`config.mk`:
```
export PLATFORM = sky130hd
export DESIGN_NAME = mag_peak_detect
export DESIGN_NICKNAME = d
export VERILOG_FILES = /design/src/rtl/mag_peak_detect.sv
export SDC_FILE = /design/constraint.sdc
export NUM_CORES = 1
export LEC_CHECK = 0
export CORE_MARGIN = 4
export CORE_UTILIZATION = 34
export CTS_BUF_LIST = sky130_fd_sc_hd__clkbuf_4 sky130_fd_sc_hd__clkbuf_8 sky130_fd_sc_hd__clkbuf_16
export DETAILED_ROUTE_END_ITERATION = 16
export HOLD_SLACK_MARGIN = 0.08
export PLACE_DENSITY = 0.6
export SLEW_MARGIN = 15
export SYNTH_ARGS = -nofsm -noshare
export SYNTH_HDL_FRONTEND = slang
export SYNTH_SLANG_ARGS = --single-unit
export TNS_END_PERCENT = 50
```
`constraint.sdc`:
```
create_clock -name clk -period 6.9 [get_ports clk]
set_input_delay 1.38 -clock clk [delete_from_list [all_inputs] [get_ports clk]]
set_output_delay 1.38 -clock clk [all_outputs]
set_load 0.005 [all_outputs]
```
`src/rtl/mag_peak_detect.sv`:
```
// Magnitude event detector: opens an event at thr_hi, tracks the peak and the length, closes at thr_lo.
// Each closed event emits a one-cycle record. Defining MAG_PEAK_POS_EN adds the peak offset output source_pos.
module mag_peak_detect #(
    parameter int unsigned WIDTH = 16,
    parameter int unsigned LENW  = 8
) (
    input  logic             clk,
    input  logic             rst,
    input  logic             sink_valid,
    input  logic [WIDTH-1:0] sink,
    input  logic [WIDTH-1:0] thr_hi,
    input  logic [WIDTH-1:0] thr_lo,
    output logic             source_valid,
    output logic [WIDTH-1:0] source_peak,
    output logic [LENW-1:0]  source_len,
    output logic             source_trunc,
`ifdef MAG_PEAK_POS_EN
    output logic [LENW-1:0]  source_pos,
`endif
    output logic             busy
);

    localparam logic [0:0]      ST_IDLE   = 1'b0;
    localparam logic [0:0]      ST_ACTIVE = 1'b1;
    localparam logic [LENW-1:0] LEN_ONE   = {{(LENW-1){1'b0}}, 1'b1};
    localparam logic [LENW-1:0] LEN_MAX   = {LENW{1'b1}};

    logic [0:0]       state_q, state_d;
    logic [WIDTH-1:0] peak_q, peak_d;
    logic [LENW-1:0]  len_q, len_d;
    logic [LENW-1:0]  len_inc;

    logic             out_valid_q, out_valid_d;
    logic [WIDTH-1:0] out_peak_q, out_peak_d;
    logic [LENW-1:0]  out_len_q, out_len_d;
    logic             out_trunc_q, out_trunc_d;

`ifdef MAG_PEAK_POS_EN
    logic [LENW-1:0]  pos_q, pos_d;
    logic [LENW-1:0]  out_pos_q, out_pos_d;
`endif

    assign len_inc = len_q + LEN_ONE;

    always_comb begin
        state_d     = state_q;
        peak_d      = peak_q;
        len_d       = len_q;
        out_valid_d = 1'b0;
        out_peak_d  = out_peak_q;
        out_len_d   = out_len_q;
        out_trunc_d = out_trunc_q;
`ifdef MAG_PEAK_POS_EN
        pos_d       = pos_q;
        out_pos_d   = out_pos_q;
`endif
        if (sink_valid) begin
            case (state_q)
                ST_IDLE: begin
                    if (sink >= thr_hi) begin
                        peak_d  = sink;
                        len_d   = LEN_ONE;
                        state_d = ST_ACTIVE;
`ifdef MAG_PEAK_POS_EN
                        pos_d   = '0;
`endif
                        // A one-sample length limit truncates on the opening sample itself.
                        if (LEN_MAX == LEN_ONE) begin
                            state_d     = ST_IDLE;
                            out_valid_d = 1'b1;
                            out_peak_d  = sink;
                            out_len_d   = LEN_ONE;
                            out_trunc_d = 1'b1;
`ifdef MAG_PEAK_POS_EN
                            out_pos_d   = '0;
`endif
                        end
                    end
                end
                ST_ACTIVE: begin
                    if (sink < thr_lo) begin
                        // The terminating sample is excluded from the record.
                        state_d     = ST_IDLE;
                        out_valid_d = 1'b1;
                        out_peak_d  = peak_q;
                        out_len_d   = len_q;
                        out_trunc_d = 1'b0;
`ifdef MAG_PEAK_POS_EN
                        out_pos_d   = pos_q;
`endif
                    end else begin
                        len_d = len_inc;
                        if (sink > peak_q) begin
                            peak_d = sink;
`ifdef MAG_PEAK_POS_EN
                            pos_d  = len_q;
`endif
                        end
                        if (len_inc == LEN_MAX) begin
                            state_d     = ST_IDLE;
                            out_valid_d = 1'b1;
                            out_peak_d  = peak_d;
                            out_len_d   = len_inc;
                            out_trunc_d = 1'b1;
`ifdef MAG_PEAK_POS_EN
                            out_pos_d   = pos_d;
`endif
                        end
                    end
                end
                default: state_d = ST_IDLE;
            endcase
        end
    end

    always_ff @(posedge clk or posedge rst) begin
        if (rst) begin
            state_q     <= ST_IDLE;
            peak_q      <= '0;
            len_q       <= '0;
            out_valid_q <= 1'b0;
            out_peak_q  <= '0;
            out_len_q   <= '0;
            out_trunc_q <= 1'b0;
        end else begin
            state_q     <= state_d;
            peak_q      <= peak_d;
            len_q       <= len_d;
            out_valid_q <= out_valid_d;
            out_peak_q  <= out_peak_d;
            out_len_q   <= out_len_d;
            out_trunc_q <= out_trunc_d;
        end
    end

`ifdef MAG_PEAK_POS_EN
    always_ff @(posedge clk or posedge rst) begin
        if (rst) begin
            pos_q     <= '0;
            out_pos_q <= '0;
        end else begin
            pos_q     <= pos_d;
            out_pos_q <= out_pos_d;
        end
    end

    assign source_pos = out_pos_q;
`endif

    assign source_valid = out_valid_q;
    assign source_peak  = out_peak_q;
    assign source_len   = out_len_q;
    assign source_trunc = out_trunc_q;
    assign busy         = (state_q == ST_ACTIVE);

endmodule

```
==> run summary <==
LOGIC SYNTHESIS
---------------------------------------------------------------------------------
Sequential fraction of the synthesis area                                  35.53%
Synth Register Bits                                                            51
Number of synthesized flops with an enable pin                                  0
Library cell occupying the most area in the post-synthesis netlist   sky130_fd_sc_hd__dfrtp_1
Primary flip-flop cell chosen by synthesis mapping                   sky130_fd_sc_hd__dfrtp_1
Syn Inst Count                                                                373
Count of yosys warnings during synthesis                                        0
Area of the mapped netlist                                              3592 um^2
Synthesized Nets                                                              473
Synth async-reset ratio                                                    100.0%
Adder-cell area share of the yosys netlist                                 17.07%
Xor/xnor share of the synthesized area                                     1.219%
Mux share of post-synthesis cell area                                      10.52%
Number of different library cells in the post-synthesis netlist                50
Synth area leaders                                                   sky130_fd_sc_hd__dfrtp_1 36%, sky130_fd_sc_hd__ha_1 17%, sky130_fd_sc_hd__inv_1 5.5%, sky130_fd_sc_hd__mux2i_1 4.5%, sky130_fd_sc_hd__nand2_1 4.3%
Post-Synthesis Mean Instance Area                                      9.631 um^2
Simple-gate portion of the synthesized area                                12.96%
Area share of the largest cell type after synthesis                        35.53%
Compound-Gate Fraction of Synth Area                                       14.94%
Main combinational cell family by area after synthesis                adder cells

STATUS
---------------------------------------------------------------------------------
Result of the run                                                    complete, no violations

WORST SETUP PATH
---------------------------------------------------------------------------------
Startpoint Class                                                       input port
Capture point of the worst reg-to-reg path                           peak_q[6]$_DFFE_PP0P_
Register-to-register setup slack                                          4.00 ns
WP data required                                                          7.09 ns
Type of the setup path with the least slack                                in2reg
Launching instance or port of the critical path                           sink[7]
FF-to-FF path depth                                                             7
CP arrival                                                                5.00 ns
Worst setup endpoint                                                 peak_q[6]$_DFFE_PP0P_
Largest fanout on the critical path                                            16
Source of the worst register-to-register timing path                 peak_q[10]$_DFFE_PP0P_
Worst Setup End Kind                                                         flop

GLOBAL ROUTING
---------------------------------------------------------------------------------
GR met2 Demand/Resource                                                    23.26%
Combined global-route utilization of all metal layers                      14.15%
Initial antenna violation count                                                 0
Overall overflow remaining after global route                                   0
Met1 capacity usage during global routing                                  19.40%
Most crowded layer after global routing                                      met2
Global-route wire length before repair                                   14.47 mm
Via count of the first global-routing pass                                  2,876
Global routing usage on met3                                               2.566%
Largest net degree at the start of global routing                              52

TIMING
---------------------------------------------------------------------------------
Setup repair after global routing missed its margin                            no
Worst max-slew margin expressed relative to the limit                      30.71%
Aggregate negative setup slack                                               0 ns
Setup violation total in the final timing report                                0
Min setup slack post-route                                               2.090 ns
Fin crit share                                                             69.72%
Fmax                                                                    207.9 MHz
Minimum clock period                                                     4.810 ns
Slew at the pin with the worst max-slew slack                            1.036 ns
Final hold violation count                                                      0
Number of max-slew violations in the final report                               0
Skew final                                                            0.007725 ns

PLACEMENT
---------------------------------------------------------------------------------
Post-placement setup slack                                               1.713 ns
Routability congestion estimate                                            0.8514
Placed Area                                                             4479 um^2
PortBufs                                                                       77
Dpl hpwl                                                                 6.839 mm

CLOCK NETWORK
---------------------------------------------------------------------------------
Clock insertion delay at the later pin of the skew report                 0.30 ns
Maximum buffer depth of the clock tree                                          2
Count of cells resized by post-cts repair                                       0
Number of sinks on the clock net                                               51
Clock tree from TritonCTS                                                   built
Buffer count from post-CTS setup fixing                                         0
Library cell used as clock root buffer                               sky130_fd_sc_hd__clkbuf_8
Reg clk slew, reported paths                                              0.09 ns
H-tree levels                                                                   2
Total clock buffers created by CTS                                              5
Number of hold buffers added after cts                                          0

WORST HOLD PATH
---------------------------------------------------------------------------------
Class of the worst hold path                                              reg2reg

LAYOUT
---------------------------------------------------------------------------------
NumNets Final                                                                 548
Post-synthesis to final-layout area growth                                 27.13%
Antenna fix cells                                                               0
Fraction of layout cells with a size suffix above 1                        7.366%
Commonest non-fill, non-tap cell in the layout                       sky130_fd_sc_hd__clkdlybuf4s50_1
Commonest cells after routing, fill and taps aside                   77 x sky130_fd_sc_hd__clkdlybuf4s50_1, 52 x sky130_fd_sc_hd__inv_1, 51 x sky130_fd_sc_hd__dfrtp_1, 49 x sky130_fd_sc_hd__ha_1, 41 x sky130_fd_sc_hd__nand2_1
Fill count                                                                  1,005
Post-route cell area                                                    4567 um^2

ROUTING
---------------------------------------------------------------------------------
Starting DRT DRC Count                                                        141
Final ANT Viol Nets                                                             0
Via density per instance                                                    4.908
DRC Markers                                                                     0
Final wirelength                                                         8.589 mm
Count of vias placed by the detailed router                                 2,866
Routed length per placed instance                                        14.71 um
Pre-Repair DR Iteration Count                                                   4

POWER AND IR DROP
---------------------------------------------------------------------------------
Total power per unit cell area                                       301.7 nW/um^2
Static Leak                                                              2.194 nW
Worst IR drop on VDD                                                     110.2 uV
Overall Power                                                          0.001378 W

FLOORPLAN
---------------------------------------------------------------------------------
Initial standard-cell utilization of the core                              34.80%
Die Footprint                                                         12,270 um^2
Site row count                                                                 37
Io pins                                                                        78
Floorplan Core Area                                                   10,320 um^2
DIE HEIGHT                                                               110.8 um
Die boundary width                                                       110.8 um

JOB
---------------------------------------------------------------------------------
Max-capacitance violation count                                                 0

==> per-layer routing <==
layer / wire length, um / vias to the layer above
li1: - / 1453
met1: 4123 / 1355
met2: 4026 / 51
met3: 352 / 7
met4: 87 / 0
met5: 0 / -
==> where the power goes <==
group          internal [W]  total (W)  switching, W
Clock             0.0000790   0.000177     0.0000980
Sequential         0.000428   0.000539      0.000111
Combinational      0.000371   0.000662      0.000291
Total              0.000878    0.00138      0.000500
==> registers in the layout, summed over array words and instances, names as in the netlist <==
signal        flops
source_trunc      1
source_len        8
peak_q           16
len_q             8
source_valid      1
source_peak      16
busy              1
==> how the worst min path moves through the flow <==
stage,start,to,slack (ns),depth (start not counted)
after floorplan,source_peak[0]$_DFFE_PP0P_,source_peak[0]$_DFFE_PP0P_,0.48,2
after global routing,source_peak[0]$_DFFE_PP0P_,source_peak[0]$_DFFE_PP0P_,0.51,2
after CTS,source_peak[5]$_DFFE_PP0P_,source_peak[5]$_DFFE_PP0P_,0.49,2
after global placement,source_peak[3]$_DFFE_PP0P_,source_peak[3]$_DFFE_PP0P_,0.46,2
after detailed placement,source_peak[5]$_DFFE_PP0P_,source_peak[5]$_DFFE_PP0P_,0.47,2
final,source_peak[5]$_DFFE_PP0P_,source_peak[5]$_DFFE_PP0P_,0.49,2
==> cell families after synthesis <==
kind of cell / after synthesis
and+or+nand+nor: 93
AOI/OAI and AO/OA: 77
buffers and inverters: 66
DFF: 51
adders and majority gates: 49
muxes: 32
xor gates and xnor gates: 5
==> cells in the mapped netlist, types with 3 or more instances <==
master,number
sky130_fd_sc_hd__mux2_1,6
sky130_fd_sc_hd__o21ai_0,5
sky130_fd_sc_hd__a221oi_1,3
sky130_fd_sc_hd__inv_1,53
sky130_fd_sc_hd__ha_1,49
sky130_fd_sc_hd__nand2b_1,5
sky130_fd_sc_hd__dfrtp_1,51
sky130_fd_sc_hd__nand4_1,9
sky130_fd_sc_hd__a21oi_1,14
sky130_fd_sc_hd__clkbuf_1,7
sky130_fd_sc_hd__o21ai_2,9
sky130_fd_sc_hd__mux2i_1,16
sky130_fd_sc_hd__and2_1,4
sky130_fd_sc_hd__nand2_1,41
sky130_fd_sc_hd__nor2_1,8
sky130_fd_sc_hd__o21ai_1,19
sky130_fd_sc_hd__buf_6,4
sky130_fd_sc_hd__and3_1,5
sky130_fd_sc_hd__nor2b_1,3
sky130_fd_sc_hd__nand3_1,11
sky130_fd_sc_hd__o31ai_1,3
sky130_fd_sc_hd__mux2_4,10
sky130_fd_sc_hd__xnor2_1,3
==> area by class of cell <==
type / count / area (um^2) / share of cell area, %
timing repair buffer: 80 / 793.3 / 17.37
tap: 136 / 170.2 / 3.726
sequential: 51 / 1276 / 27.95
clock inverter: 1 / 5.005 / 0.1096
clock buffer: 6 / 82.58 / 1.808
multi-input combinational: 256 / 2037 / 44.60
inverter: 54 / 202.7 / 4.438
==> per-stage QoR <==
step           hold slack, ns  std cells  utilization (%)
3_5_place_dp           0.4726        577            43.39
6_report               0.4854        584            44.24
4_1_cts                0.4934        584            44.24
5_1_grt                0.5123        584            44.24
3_3_place_gp           0.4619        577            43.39
2_1_floorplan          0.4772        373                -
==> critical path: stages <==
cell	delay, ns
sky130_fd_sc_hd__clkdlybuf4s50_1	0.50
sky130_fd_sc_hd__ha_1	0.35
sky130_fd_sc_hd__and3_1	0.22
sky130_fd_sc_hd__a221oi_1	0.40
sky130_fd_sc_hd__a2bb2oi_1	0.26
sky130_fd_sc_hd__and3_1	0.44
sky130_fd_sc_hd__a2bb2oi_1	0.24
sky130_fd_sc_hd__nand2b_1	0.82
sky130_fd_sc_hd__mux2_1	0.38
Note: power is estimated with default switching activity, not from simulation.
==> edit (same flow settings) <==
Put one more register stage on the output `source_peak`, with the module's reset. The value now appears one clock later. The other outputs are not delayed to match.
--- a/src/rtl/mag_peak_detect.sv
+++ b/src/rtl/mag_peak_detect.sv
@@ -148,7 +148,13 @@
 `endif
 
     assign source_valid = out_valid_q;
-    assign source_peak  = out_peak_q;
+    always_ff @(posedge clk or posedge rst) begin
+        if (rst) begin
+            source_peak <= '0;
+        end else begin
+            source_peak <= out_peak_q;
+        end
+    end
     assign source_len   = out_len_q;
     assign source_trunc = out_trunc_q;
     assign busy         = (state_q == ST_ACTIVE);
Behaviour: not the same (Yosys sat finds a counterexample within 4 cycles, from zero or initial values and one cycle with rst high).
==> edit against the original RTL <==
Worst setup slack improved by 200 ps; maximum frequency increased by 4.4%; count of clock-buffer cells in the layout is 3 higher; power grew 38%; sequential cell count rose by 16; area after synthesis grew 11%; final area grew 14%; wire length grew 5.3%.
==> edit: results (changes against the original RTL) <==
<table>
<tr><th>Metric</th><th>Value</th></tr>
<tr><th colspan="2">Clock network</th></tr>
<tr><td>H-tree Lvls</td><td>3 (+1)</td></tr>
<tr><td>Num CTS Buffers</td><td>9 (+4)</td></tr>
<tr><td>Clock transition at the registers of the reported paths</td><td>50 ps (-40 ps)</td></tr>
<tr><th colspan="2">Final layout</th></tr>
<tr><td>Number of nets at the end of the flow</td><td>569 (+3.8%)</td></tr>
<tr><td>Final Instance Count excl. Fillers</td><td>616 (+5.5%)</td></tr>
<tr><td>Share of post-route cells with drive strength above 1</td><td>9.73% (+2.4 points)</td></tr>
<tr><th colspan="2">Run status</th></tr>
<tr><td>Run status</td><td>finished clean</td></tr>
<tr><th colspan="2">Placement</th></tr>
<tr><td>Count of placed standard cells including taps</td><td>601 (+4.2%)</td></tr>
<tr><td>Detailed placer's ending HPWL</td><td>6980 um (+2.1%)</td></tr>
<tr><th colspan="2">Logic synthesis</th></tr>
<tr><td>Synth top area cells</td><td>sky130_fd_sc_hd__dfrtp_1, sky130_fd_sc_hd__ha_1, sky130_fd_sc_hd__inv_1, sky130_fd_sc_hd__a21oi_1, sky130_fd_sc_hd__mux2i_1</td></tr>
<tr><td>Number of instances in the synthesized netlist</td><td>389 (+4.3%)</td></tr>
<tr><td>Top cells by instance count after synthesis</td><td>sky130_fd_sc_hd__dfrtp_1, sky130_fd_sc_hd__inv_1, sky130_fd_sc_hd__ha_1</td></tr>
<tr><th colspan="2">Worst setup path</th></tr>
<tr><td>Critical path peak fanout</td><td>37 (+21)</td></tr>
<tr><td>Worst setup path startpoint</td><td>sink[9]</td></tr>
<tr><td>Slowest stage cell, crit path</td><td>sky130_fd_sc_hd__clkdlybuf4s50_1</td></tr>
<tr><td>Delay of the slowest cell on the worst path</td><td>520 ps (-300 ps)</td></tr>
<tr><th colspan="2">Global route</th></tr>
<tr><td>Maximum number of pins on one net before global-route repair</td><td>68 (+31%)</td></tr>
<tr><td>Number of global-route vias before repair</td><td>3041 (+5.7%)</td></tr>
<tr><td>Wire length of the first global-routing pass</td><td>14800 um (+2.1%)</td></tr>
<tr><td>Total global routing track utilization</td><td>14.1% (-0.069 points)</td></tr>
<tr><th colspan="2">STA</th></tr>
<tr><td>Max-slew headroom at the worst pin</td><td>37.2% (+6.5 points)</td></tr>
<tr><td>Worst Skew</td><td>4.16 ps (-3.57 ps)</td></tr>
<tr><th colspan="2">Detailed routing</th></tr>
<tr><td>Violation count after the first detailed-routing iteration</td><td>163 (+16%)</td></tr>
<tr><td>WL/cell</td><td>14.7 um (-0.13%)</td></tr>
<tr><th colspan="2">Hold path</th></tr>
<tr><td>Hold Path Origin</td><td>out_peak_q[11]</td></tr>
<tr><th colspan="2">Power</th></tr>
<tr><td>Worst supply voltage drop on vdd</td><td>0.172 mV (+56%)</td></tr>
<tr><td>Total internal power</td><td>1.28 mW (+45%)</td></tr>
</table>
edit: routing by layer:
metal,global-route usage [%],share of wire [%],vias to the layer above
li1,-,-,1518
met1,20.1,50,1358
met2,21.0,44,77
met3,3.11,5.0,13
met4,5.26,1.7,0
met5,0,0,-
edit: cell families after synthesis:
group	synth area share [%]
AND/OR/NAND/NOR	10.6
AO/OA/AOI/OAI	13.7
flip-flops	42.0
buffers and inverters	6.86
adder cells (fa/ha/maj)	15.3
multiplexers	9.99
XOR/XNOR	1.53
edit: path summary, 6_finish.rpt:
check | slack [ps] | cells past startpoint | to
min in group asynchronous | 1610 | 3 | source_peak[10]
min reg2reg | 370 | 0 | source_peak[11]
max in group asynchronous | 4740 | 3 | source_peak[14]
max reg2reg | 3960 | 9 | peak_q[13]
max | 2290 | 9 | source_len[2]
min | 370 | 0 | source_peak[11]
edit: layout make-up:
type,instances,area [sq um]
inverters,54,203
well taps,143,179
fillers,1109,6270
flip-flops and latches,67,1680
clock inverters,6,67.6
clock buffers,9,225
multi-input cells,258,2060
repair buffers,79,786
edit: power groups by stage:
stage	combinational (mW)	sequential [mW]	clock (mW)
2_1_floorplan	0.468	0.689	0
3_3_place_gp	0.732	0.716	0
3_5_place_dp	0.747	0.720	0
4_1_cts	0.753	0.715	0.454
5_1_grt	0.835	0.743	0.473
6_report	0.743	0.713	0.442
edit: stage by stage:
step	cell area [sq um]	setup WS, ps	hold WS [ps]
floorplan	4000	3230	354
global placement	4900	2000	363
detailed placement	4900	1920	364
CTS	5190	2280	376
global route	5190	2090	389
finish	5190	2290	373
